## config.mk

```make
export PLATFORM = sky130hd
export DESIGN_NAME = wb_timer_flat
export DESIGN_NICKNAME = d
export VERILOG_FILES = /design/src/rtl/wb_timer_if.sv /design/src/rtl/wb_timer.sv /design/src/flat_wrapper.sv
export SDC_FILE = /design/constraint.sdc
export NUM_CORES = 1
export LEC_CHECK = 0
export CORE_MARGIN = 5
export CORE_UTILIZATION = 60
export CTS_BUF_LIST = sky130_fd_sc_hd__clkbuf_2
export CTS_CLUSTER_DIAMETER = 50
export DETAILED_ROUTE_END_ITERATION = 7
export GPL_ROUTABILITY_DRIVEN = 0
export GPL_TIMING_DRIVEN = 0
export PLACE_DENSITY_LB_ADDON = 0.3
export SYNTH_ARGS = -nofsm -noshare
export SYNTH_HDL_FRONTEND = slang
export SYNTH_SLANG_ARGS = --single-unit
```

## constraint.sdc

```tcl
create_clock -name clk_i -period 5.4 [get_ports clk_i]
set_input_delay 0.54 -clock clk_i [delete_from_list [all_inputs] [get_ports clk_i]]
set_output_delay 0.54 -clock clk_i [all_outputs]
set_load 0.1 [all_outputs]
```

## src/rtl/wb_timer_if.sv

```systemverilog
// if_wb: pipelined Wishbone bundle between bus masters and I/O responders.
// 32-bit address/data, byte selects, single-cycle stall/ack signalling.
interface if_wb;
    logic [31:0] adr;
    logic [31:0] dat_m;
    logic [31:0] dat_s;
    logic [3:0]  sel;
    logic        cyc;
    logic        stb;
    logic        we;
    logic        ack;
    logic        stall;

    modport master (
        output adr, dat_m, sel, cyc, stb, we,
        input  dat_s, ack, stall
    );

    modport slave (
        input  adr, dat_m, sel, cyc, stb, we,
        output dat_s, ack, stall
    );
endinterface

```

## src/rtl/wb_timer.sv

```systemverilog
// wb_timer: Wishbone responder with up to four 32-bit down-counting timers.
// Define WB_TIMER_CASCADE_EN to let channel i step on channel i-1 expiries.
module wb_timer #(
    parameter int CHANNELS = 3,
    parameter int PRESCALE = 1
) (
    input  logic                clk_i,
    input  logic                rst_i,
    if_wb.slave                 bus,
    output logic [CHANNELS-1:0] irq
);

`ifdef WB_TIMER_CASCADE_EN
    localparam bit CASC_EN = 1'b1;
`else
    localparam bit CASC_EN = 1'b0;
`endif

    localparam logic [15:0] PS_LAST = 16'(PRESCALE - 1);

    logic [15:0] ps_cnt;
    logic        tick;

    logic [31:0] count  [CHANNELS];
    logic [31:0] reload [CHANNELS];

    logic [CHANNELS-1:0] en;
    logic [CHANNELS-1:0] autoreload;
    logic [CHANNELS-1:0] ie;
    logic [CHANNELS-1:0] cascade;
    logic [CHANNELS-1:0] expired;

    logic        req;
    logic        wr;
    logic        ack_q;
    logic [31:0] dat_q;
    logic [31:0] rd_data;
    logic [1:0]  chan;
    logic [1:0]  word;

    logic [CHANNELS-1:0] wr_ctrl;
    logic [CHANNELS-1:0] wr_reload;
    logic [CHANNELS-1:0] wr_count;
    logic [CHANNELS-1:0] wr_status;
    logic [CHANNELS-1:0] step;
    logic [CHANNELS-1:0] expire;

    assign req       = bus.cyc & bus.stb;
    assign wr        = req & bus.we;
    assign chan      = bus.adr[5:4];
    assign word      = bus.adr[3:2];
    assign bus.stall = 1'b0;
    assign bus.ack   = ack_q & bus.cyc;
    assign bus.dat_s = dat_q;
    assign tick      = (ps_cnt == PS_LAST);

    function automatic logic [31:0] lane_merge(
        input logic [31:0] old,
        input logic [31:0] nw,
        input logic [3:0]  sel
    );
        logic [31:0] r;
        for (int b = 0; b < 4; b++) begin
            r[b*8 +: 8] = sel[b] ? nw[b*8 +: 8] : old[b*8 +: 8];
        end
        return r;
    endfunction

    // Address decode and read mux; unmapped channels read 0.
    always_comb begin
        wr_ctrl   = '0;
        wr_reload = '0;
        wr_count  = '0;
        wr_status = '0;
        rd_data   = '0;
        for (int i = 0; i < CHANNELS; i++) begin
            if (chan == 2'(i)) begin
                wr_ctrl[i]   = wr && (word == 2'd0);
                wr_reload[i] = wr && (word == 2'd1);
                wr_count[i]  = wr && (word == 2'd2);
                wr_status[i] = wr && (word == 2'd3);
                unique case (word)
                    2'd0: rd_data = {28'd0, cascade[i], ie[i],
                                     autoreload[i], en[i]};
                    2'd1: rd_data = reload[i];
                    2'd2: rd_data = count[i];
                    2'd3: rd_data = {31'd0, expired[i]};
                endcase
            end
        end
    end

    // Step chain: a CTRL/COUNT write in the same cycle suppresses the step.
    always_comb begin
        logic carry;
        logic src;
        carry  = 1'b0;
        src    = 1'b0;
        step   = '0;
        expire = '0;
        for (int i = 0; i < CHANNELS; i++) begin
            src = tick;
            if (CASC_EN && i > 0 && cascade[i]) src = carry;
            step[i]   = en[i] & src & ~wr_ctrl[i] & ~wr_count[i];
            expire[i] = step[i] & (count[i] == 32'd0);
            carry     = expire[i];
        end
    end

    always_ff @(posedge clk_i or negedge rst_i) begin
        if (!rst_i) begin
            ps_cnt     <= '0;
            ack_q      <= 1'b0;
            dat_q      <= '0;
            irq        <= '0;
            en         <= '0;
            autoreload <= '0;
            ie         <= '0;
            cascade    <= '0;
            expired    <= '0;
            for (int i = 0; i < CHANNELS; i++) begin
                count[i]  <= '0;
                reload[i] <= '0;
            end
        end else begin
            ps_cnt <= tick ? 16'd0 : ps_cnt + 16'd1;
            ack_q  <= req;
            dat_q  <= (req && !bus.we) ? rd_data : 32'd0;
            irq    <= expired & ie;
            for (int i = 0; i < CHANNELS; i++) begin
                if (wr_reload[i])
                    reload[i] <= lane_merge(reload[i], bus.dat_m, bus.sel);

                if (wr_count[i]) begin
                    count[i] <= lane_merge(count[i], bus.dat_m, bus.sel);
                end else if (step[i]) begin
                    if (count[i] != 32'd0)
                        count[i] <= count[i] - 32'd1;
                    else if (autoreload[i])
                        count[i] <= reload[i];
                end

                if (wr_ctrl[i] && bus.sel[0]) begin
                    en[i]         <= bus.dat_m[0];
                    autoreload[i] <= bus.dat_m[1];
                    ie[i]         <= bus.dat_m[2];
                    cascade[i]    <= CASC_EN && bus.dat_m[3];
                end else if (expire[i] && !autoreload[i]) begin
                    en[i] <= 1'b0;
                end

                // A fresh expiry outranks a same-cycle clear.
                if (expire[i])
                    expired[i] <= 1'b1;
                else if (wr_status[i] && bus.sel[0] && bus.dat_m[0])
                    expired[i] <= 1'b0;
            end
        end
    end

endmodule

```

## src/flat_wrapper.sv

```systemverilog
// flat-port wrapper written by rule: the top's interface ports become plain ports
module wb_timer_flat 
#(
    parameter int CHANNELS = 3,
    parameter int PRESCALE = 1
)
  (clk_i, rst_i, irq, bus_adr, bus_dat_m, bus_sel, bus_cyc, bus_stb, bus_we, bus_dat_s, bus_ack, bus_stall);
  if_wb bus_i ();
  input  logic clk_i;
  input  logic rst_i;
  output logic [CHANNELS-1:0] irq;
  input wire logic [$bits(bus_i.adr)-1:0] bus_adr;
  input wire logic [$bits(bus_i.dat_m)-1:0] bus_dat_m;
  input wire logic [$bits(bus_i.sel)-1:0] bus_sel;
  input wire logic [$bits(bus_i.cyc)-1:0] bus_cyc;
  input wire logic [$bits(bus_i.stb)-1:0] bus_stb;
  input wire logic [$bits(bus_i.we)-1:0] bus_we;
  output wire logic [$bits(bus_i.dat_s)-1:0] bus_dat_s;
  output wire logic [$bits(bus_i.ack)-1:0] bus_ack;
  output wire logic [$bits(bus_i.stall)-1:0] bus_stall;
  assign bus_i.adr = bus_adr;
  assign bus_i.dat_m = bus_dat_m;
  assign bus_i.sel = bus_sel;
  assign bus_i.cyc = bus_cyc;
  assign bus_i.stb = bus_stb;
  assign bus_i.we = bus_we;
  assign bus_dat_s = bus_i.dat_s;
  assign bus_ack = bus_i.ack;
  assign bus_stall = bus_i.stall;
  wb_timer #(.CHANNELS(CHANNELS), .PRESCALE(PRESCALE)) u_core (.clk_i(clk_i), .rst_i(rst_i), .bus(bus_i), .irq(irq));
endmodule
```

# After elaboration in Yosys (flattened, before gate mapping)
# Index checks and enable logic that the tools add are counted.
# word_totals
inputBits,73
elab_cells,197
mem_count,0
out_inout_bits,37
mem_bits_ro,0
regBits,256
ramBits,0
latch_bits,0
# classes
div,0
eq_ne,17
n_bitwise,22
reduce_logical,66
n_mul,0
n_addsub,4
shifts,0
n_lt_le_gt_ge,0
muxes,48
# ops
operator,count
2-to-1 mux 32 bit,16
case mux 32 bit (4 select lines),3
logical NOT 32 bit,3
nonzero test 32 bit,3
subtractor 32 x 1 -> 32 bit (second input constant),3
AND reduction 3 bit,12
2-to-1 mux 8 bit,4
2-to-1 mux 1 bit,24
inequality test 2 bit (second input constant),12
AND reduction 2 bit,12
nonzero test 2 bit,9
logical AND 1 bit,17
adder 16 x 1 -> 16 bit (second input constant),1
logical NOT 16 bit,1
2-to-1 mux 16 bit,1
bitwise AND 1 bit,15
nonzero test 3 bit,3
== test 2 bit (second input constant),3
inverter 1 bit,6
== test 2 x 1 -> 1 bit (second input constant),2
logical NOT 1 bit,4
logical NOT 2 bit,2
bitwise AND 3 bit,1

# Depth between registers and ports, before layout
# depth
ltp_word,11
mapped_depth,11
depth_no_buf,8

# Worst setup path after synthesis
# Ideal clock, no wire load.
# synth_path
kind,reg-to-reg
start,register u_core.count[49] (netlist name)
end,register u_core.en[1]
arrival_ns,2.759
path_stages_with_launch,9
synth_period_minus_slack_ns,2.888
required_ns,5.271
slack_ns,2.512
path_cell_list,dfrtp_1 -> or4_4 -> or4_1 -> buf_2 -> or4_4 -> buf_6 -> or3_1 -> o21ai_1 -> o21ai_1
# synth_between
elab_chain_cells,4
# synth_lines
item,line,text
"start, declared",wb_timer.sv:24,logic [31:0] count [CHANNELS];
"start signal, assigned by index",wb_timer.sv:135,"count[i] <= lane_merge(count[i], bus.dat_m, bus.sel);"
"start signal, assigned by index",wb_timer.sv:138,count[i] <= count[i] - 32'd1;
"start signal, assigned by index",wb_timer.sv:140,count[i] <= reload[i];
logical NOT 32 bit,wb_timer.sv:105,expire[i] = step[i] & (count[i] == 32'd0);
bitwise AND 1 bit,wb_timer.sv:105,
logical AND 1 bit,wb_timer.sv:148,end else if (expire[i] && !autoreload[i]) begin
nonzero test 2 bit (no source line),-,
"end signal, assigned by index",wb_timer.sv:144,en[i] <= bus.dat_m[0];
"end, declared",wb_timer.sv:27,logic [CHANNELS-1:0] en;
# No other way between the ends.
# A chain may end at the register's enable or synchronous reset.

# Worst setup path after layout
# layout_path
start,register u_core.ps_cnt[5]
end,register u_core.count[66] (netlist name)
# layout_between
elab_chain_cells,6
# layout_lines
item,line,text
"start, declared",wb_timer.sv:21,logic [15:0] ps_cnt;
"start signal, assigned",wb_timer.sv:126,ps_cnt <= tick ? 16'd0 : ps_cnt + 16'd1;
logical NOT 16 bit,wb_timer.sv:55,assign tick = (ps_cnt == PS_LAST);
bitwise AND 1 bit (3 in series),wb_timer.sv:104,step[i] = en[i] & src & ~wr_ctrl[i] & ~wr_count[i];
nonzero test 2 bit (no source line),-,
AND reduction 3 bit (no source line),-,
# No other way between the ends.

==> metrics.log <==
INFO  metric status = finished, violations left
INFO  metric violations = max-capacitance violations, max-slew violations
INFO  metric initial_core_utilization = 61.03%
INFO  metric ctsRootBufferMaster = sky130_fd_sc_hd__clkbuf_2
INFO  metric detailroute.via_count = 15,490
INFO  metric placementRows = 57
INFO  metric die_y = 167.3 um
INFO  metric boundaryPins = 110
INFO  metric detailed_placement_hpwl = 38,790 um
INFO  metric worstPathRequired = 6120 ps
INFO  metric postRouteWirelength = 54,090 um
INFO  metric synth-edff-count = 0
INFO  metric timing.final.crit_share = 67.09%
INFO  metric drt_first_iter_violations = 2,747
INFO  metric timing.final.max_slew_violations = 7
INFO  metric cts_sinks = 256
INFO  metric num-fill-cells = 1,964
INFO  metric post_synth_most_frequent_cells = 256 x sky130_fd_sc_hd__dfrtp_1, 120 x sky130_fd_sc_hd__nor2_1, 114 x sky130_fd_sc_hd__clkbuf_1
INFO  metric synthesis.area_per_instance = 9.248 um2
INFO  metric synth.mux.area_fraction = 8.657%
INFO  metric max-vdd-ir-drop = 0.2117 mV
INFO  metric max-clock-path-buffers = 3
INFO  metric nNetsFinal = 1,837
INFO  metric synth_area_in_compound_gates = 23.05%
INFO  metric endpoint_kind = register
INFO  metric post_route_design_area = 16,760 um2
INFO  metric clock_pin_slew_reported_for_the_worst_setup_and_hold_paths_after_clock_tree_synthesis = 100 ps
INFO  metric synth_nets = 1,686
INFO  metric synthMostInstantiatedCell = sky130_fd_sc_hd__dfrtp_1
INFO  metric placeableCoreArea = 24,320 um2
INFO  metric setup_total_negative_slack = 0 ps
INFO  metric syn2layout_area_growth = 12.91%
INFO  metric criticalPathCategory = reg -> reg
INFO  metric top_cell_type_by_total_area_after_synthesis = sky130_fd_sc_hd__dfrtp_1
INFO  metric cts.repair_timing.setup_buffer_count = 0
INFO  metric detail-route-antenna-nets = 0
INFO  metric rsz_0062_raised_after_global_routing = no
INFO  metric synth.yosys.seq_area_share = 43.16%
INFO  metric clock-skew-final = 86.66 ps
INFO  metric grt_first_pass_wirelength = 83,520 um
INFO  metric fmax = 276.0 MHz
INFO  metric power.density_cell_area = 276.8 nW/um2
INFO  metric critical_path.startpoint_type = register
INFO  metric grt_start_max_net_pins = 111
INFO  metric number_of_antenna_violations_at_the_first_check_in_global_routing = 1
INFO  metric synth-warning-count = 0
INFO  metric cts_made_buffers = 68
INFO  metric final_hold_viol_count = 0
INFO  metric dpl_cell_area = 16,120 um2
INFO  metric tightest_slew = 1605 ps
INFO  metric buffer_ports.inserted = 76
INFO  metric gr-usage-all-layers = 37.78%
INFO  metric synth-adder-area-share = 0.6744%
INFO  metric synthXorXnorAreaFrac = 1.180%
INFO  metric maxCapViolCount = 1
INFO  metric synth_top_family_by_area = compound AO/OA/AOI/OAI gates
INFO  metric crit_arrival = 4340 ps
INFO  metric count_of_unique_library_cells_instantiated_by_yosys = 71
INFO  metric async_flop_share = 100.0%
INFO  metric rr_worst_depth = 9
INFO  metric floorplan.die.width = 167.3 um
INFO  metric synth-simple-area-share = 18.45%
INFO  metric yosys_most_used_dff = sky130_fd_sc_hd__dfrtp_1
INFO  metric drt_drc_violations_left = 0
INFO  metric wire_per_inst = 25.38 um
INFO  metric routedLengthMet1 = 19,830 um
INFO  metric worstPathMaxFanout = 10
INFO  metric post_cts_hold_buffer_count = 1
INFO  metric wl_met2 = 21,920 um
INFO  metric hold_path_class = in -> async
INFO  metric uppermost_metal_layer_occupied_by_signal_nets = met4
INFO  metric clock_tree_from_tritoncts = yes
INFO  metric drt-vias-per-instance = 7.271
INFO  metric post-synth-top-area-fraction = 43.16%
INFO  metric clk_latency = 870 ps
INFO  metric syn-instance-count = 1,605
INFO  metric firstDrtPassIters = 7
INFO  metric finalSetupViolCount = 0
INFO  metric met3RoutedLength = 7640 um
INFO  metric grt_overflow = 0
INFO  metric die_outline_area = 27,980 um2
INFO  metric final_layout_size_suffix_gt1_share = 13.46%
INFO  metric fin_crit = 3623 ps
INFO  metric grt_pass1_vias = 14,600
INFO  metric power.static_leakage = 7.128 nW
INFO  metric cts_repair_resize_count = 0
INFO  metric synth.top_cells.by_area = sky130_fd_sc_hd__dfrtp_1 43%, sky130_fd_sc_hd__mux2_2 7.7%, sky130_fd_sc_hd__a221oi_1 3.3%
INFO  metric postSynthRegisterBits = 256
INFO  metric worst_case_headroom_to_the_max_slew_limit = -8.010%
INFO  metric cts-htree-levels = 3
INFO  metric syn-cell-area = 14,840 um2
[worst paths after layout]
kind	start	to	slack [ps]
worst min-delay path	rst_i	u_core.bus.dat_s[13]$_DFF_PN0_	190
worst max-delay path	u_core.ps_cnt[5]$_DFF_PN0_	u_core.count[66]$_DFFE_PN0P_	1780
worst max register to register	u_core.ps_cnt[5]$_DFF_PN0_	u_core.count[66]$_DFFE_PN0P_	1780
worst min register to register	u_core.ps_cnt[15]$_DFF_PN0_	u_core.ps_cnt[15]$_DFF_PN0_	480
min in group clk_i	bus_dat_m[1]	u_core.autoreload[0]$_DFFE_PN0P_	210
max in group asynchronous	rst_i	u_core.count[54]$_DFFE_PN0P_	3830
[routing by layer]
metal / GRT usage, % / up-vias
met4: 25.44 / 0
met5: 0 / -
li1: - / 6484
met1: 51.63 / 7267
met2: 52.60 / 1418
met3: 10.16 / 325
[cell families after synthesis]
| logic type | Yosys count |
|---|---|
| AND/OR/NAND/NOR | 535 |
| AO/OA/AOI/OAI | 492 |
| flip-flops | 256 |
| buffers and inverters | 181 |
| multiplexers | 112 |
| XOR/XNOR | 20 |
| adder cells (fa/ha/maj) | 8 |
| other | 1 |
[flip-flops by register name, summed over array words and instances (netlist names), 3 cells and up]
register           flops
u_core.en              3
u_core.count          96
u_core.bus.dat_s      32
u_core.autoreload      3
u_core.irq             3
u_core.reload         96
u_core.ps_cnt         16
u_core.ie              3
u_core.expired         3
[where the power goes]
group	total [W]	switching [W]	internal (W)
clock network	0.00140	0.000833	0.000567
logic	0.000935	0.000587	0.000348
registers	0.00230	0.000217	0.00209
[cell type report]
type                            count  area [um2]  share of cell area (%)
Tap cell                          324       405.4                   2.419
Clock inverter                     26       153.9                  0.9183
Inverter                           52       195.2                   1.165
Multi-Input combinational cell   1168        7761                   46.31
Sequential cell                   256        6406                   38.23
Antenna cell                        1       2.502                 0.01493
Timing Repair Buffer               81       845.8                   5.047
Buffer                            129       518.0                   3.091
Clock buffer                       94       470.5                   2.807
[layout by cell type (no fill, tap or decap), drive strengths merged, types with 10 or more instances in the layout]
| cell | count |
|---|---|
| a211oi | 31 |
| a21oi | 66 |
| a221oi | 56 |
| a22oi | 36 |
| a31oi | 48 |
| a32oi | 20 |
| and3 | 19 |
| buf | 19 |
| clkbuf | 209 |
| clkdlybuf4s50 | 75 |
| clkinv | 22 |
| dfrtp | 256 |
| inv | 54 |
| mux2 | 101 |
| nand2 | 110 |
| nand3 | 72 |
| nand4 | 18 |
| nor2 | 120 |
| nor3 | 50 |
| nor4 | 59 |
| o211ai | 35 |
| o21a | 29 |
| o21ai | 90 |
| o221ai | 10 |
| o22a | 12 |
| o2bb2ai | 15 |
| or3 | 15 |
| or4 | 22 |
| xnor2 | 15 |
[worst max-delay path, cell delays in order, from the launching register on]
cell and delay, ps:
sky130_fd_sc_hd__dfrtp_1 460, sky130_fd_sc_hd__nor4_1 390, sky130_fd_sc_hd__and4_1 270, sky130_fd_sc_hd__clkbuf_1 460, sky130_fd_sc_hd__clkbuf_1 500, sky130_fd_sc_hd__a22oi_1 150
sky130_fd_sc_hd__a31oi_1 510, sky130_fd_sc_hd__clkbuf_1 420, sky130_fd_sc_hd__o21ai_0 200, sky130_fd_sc_hd__a32oi_1 190
[through the flow]
stage	hold WS, ps	setup slack [ps]	cells	utilization, %	total power (W)
6_report	192.7	1777	2131	68.91	0.004638
5_1_grt	183.0	1533	2131	68.91	0.004852
4_1_cts	159.4	1900	2130	68.90	0.004610
3_5_place_dp	464.5	1351	2009	66.29	0.003229
3_3_place_gp	477.2	-6993	2005	65.83	0.003183
2_1_floorplan	244.4	2512	1605	-	0.002871
(Power assumes the default switching activity.)
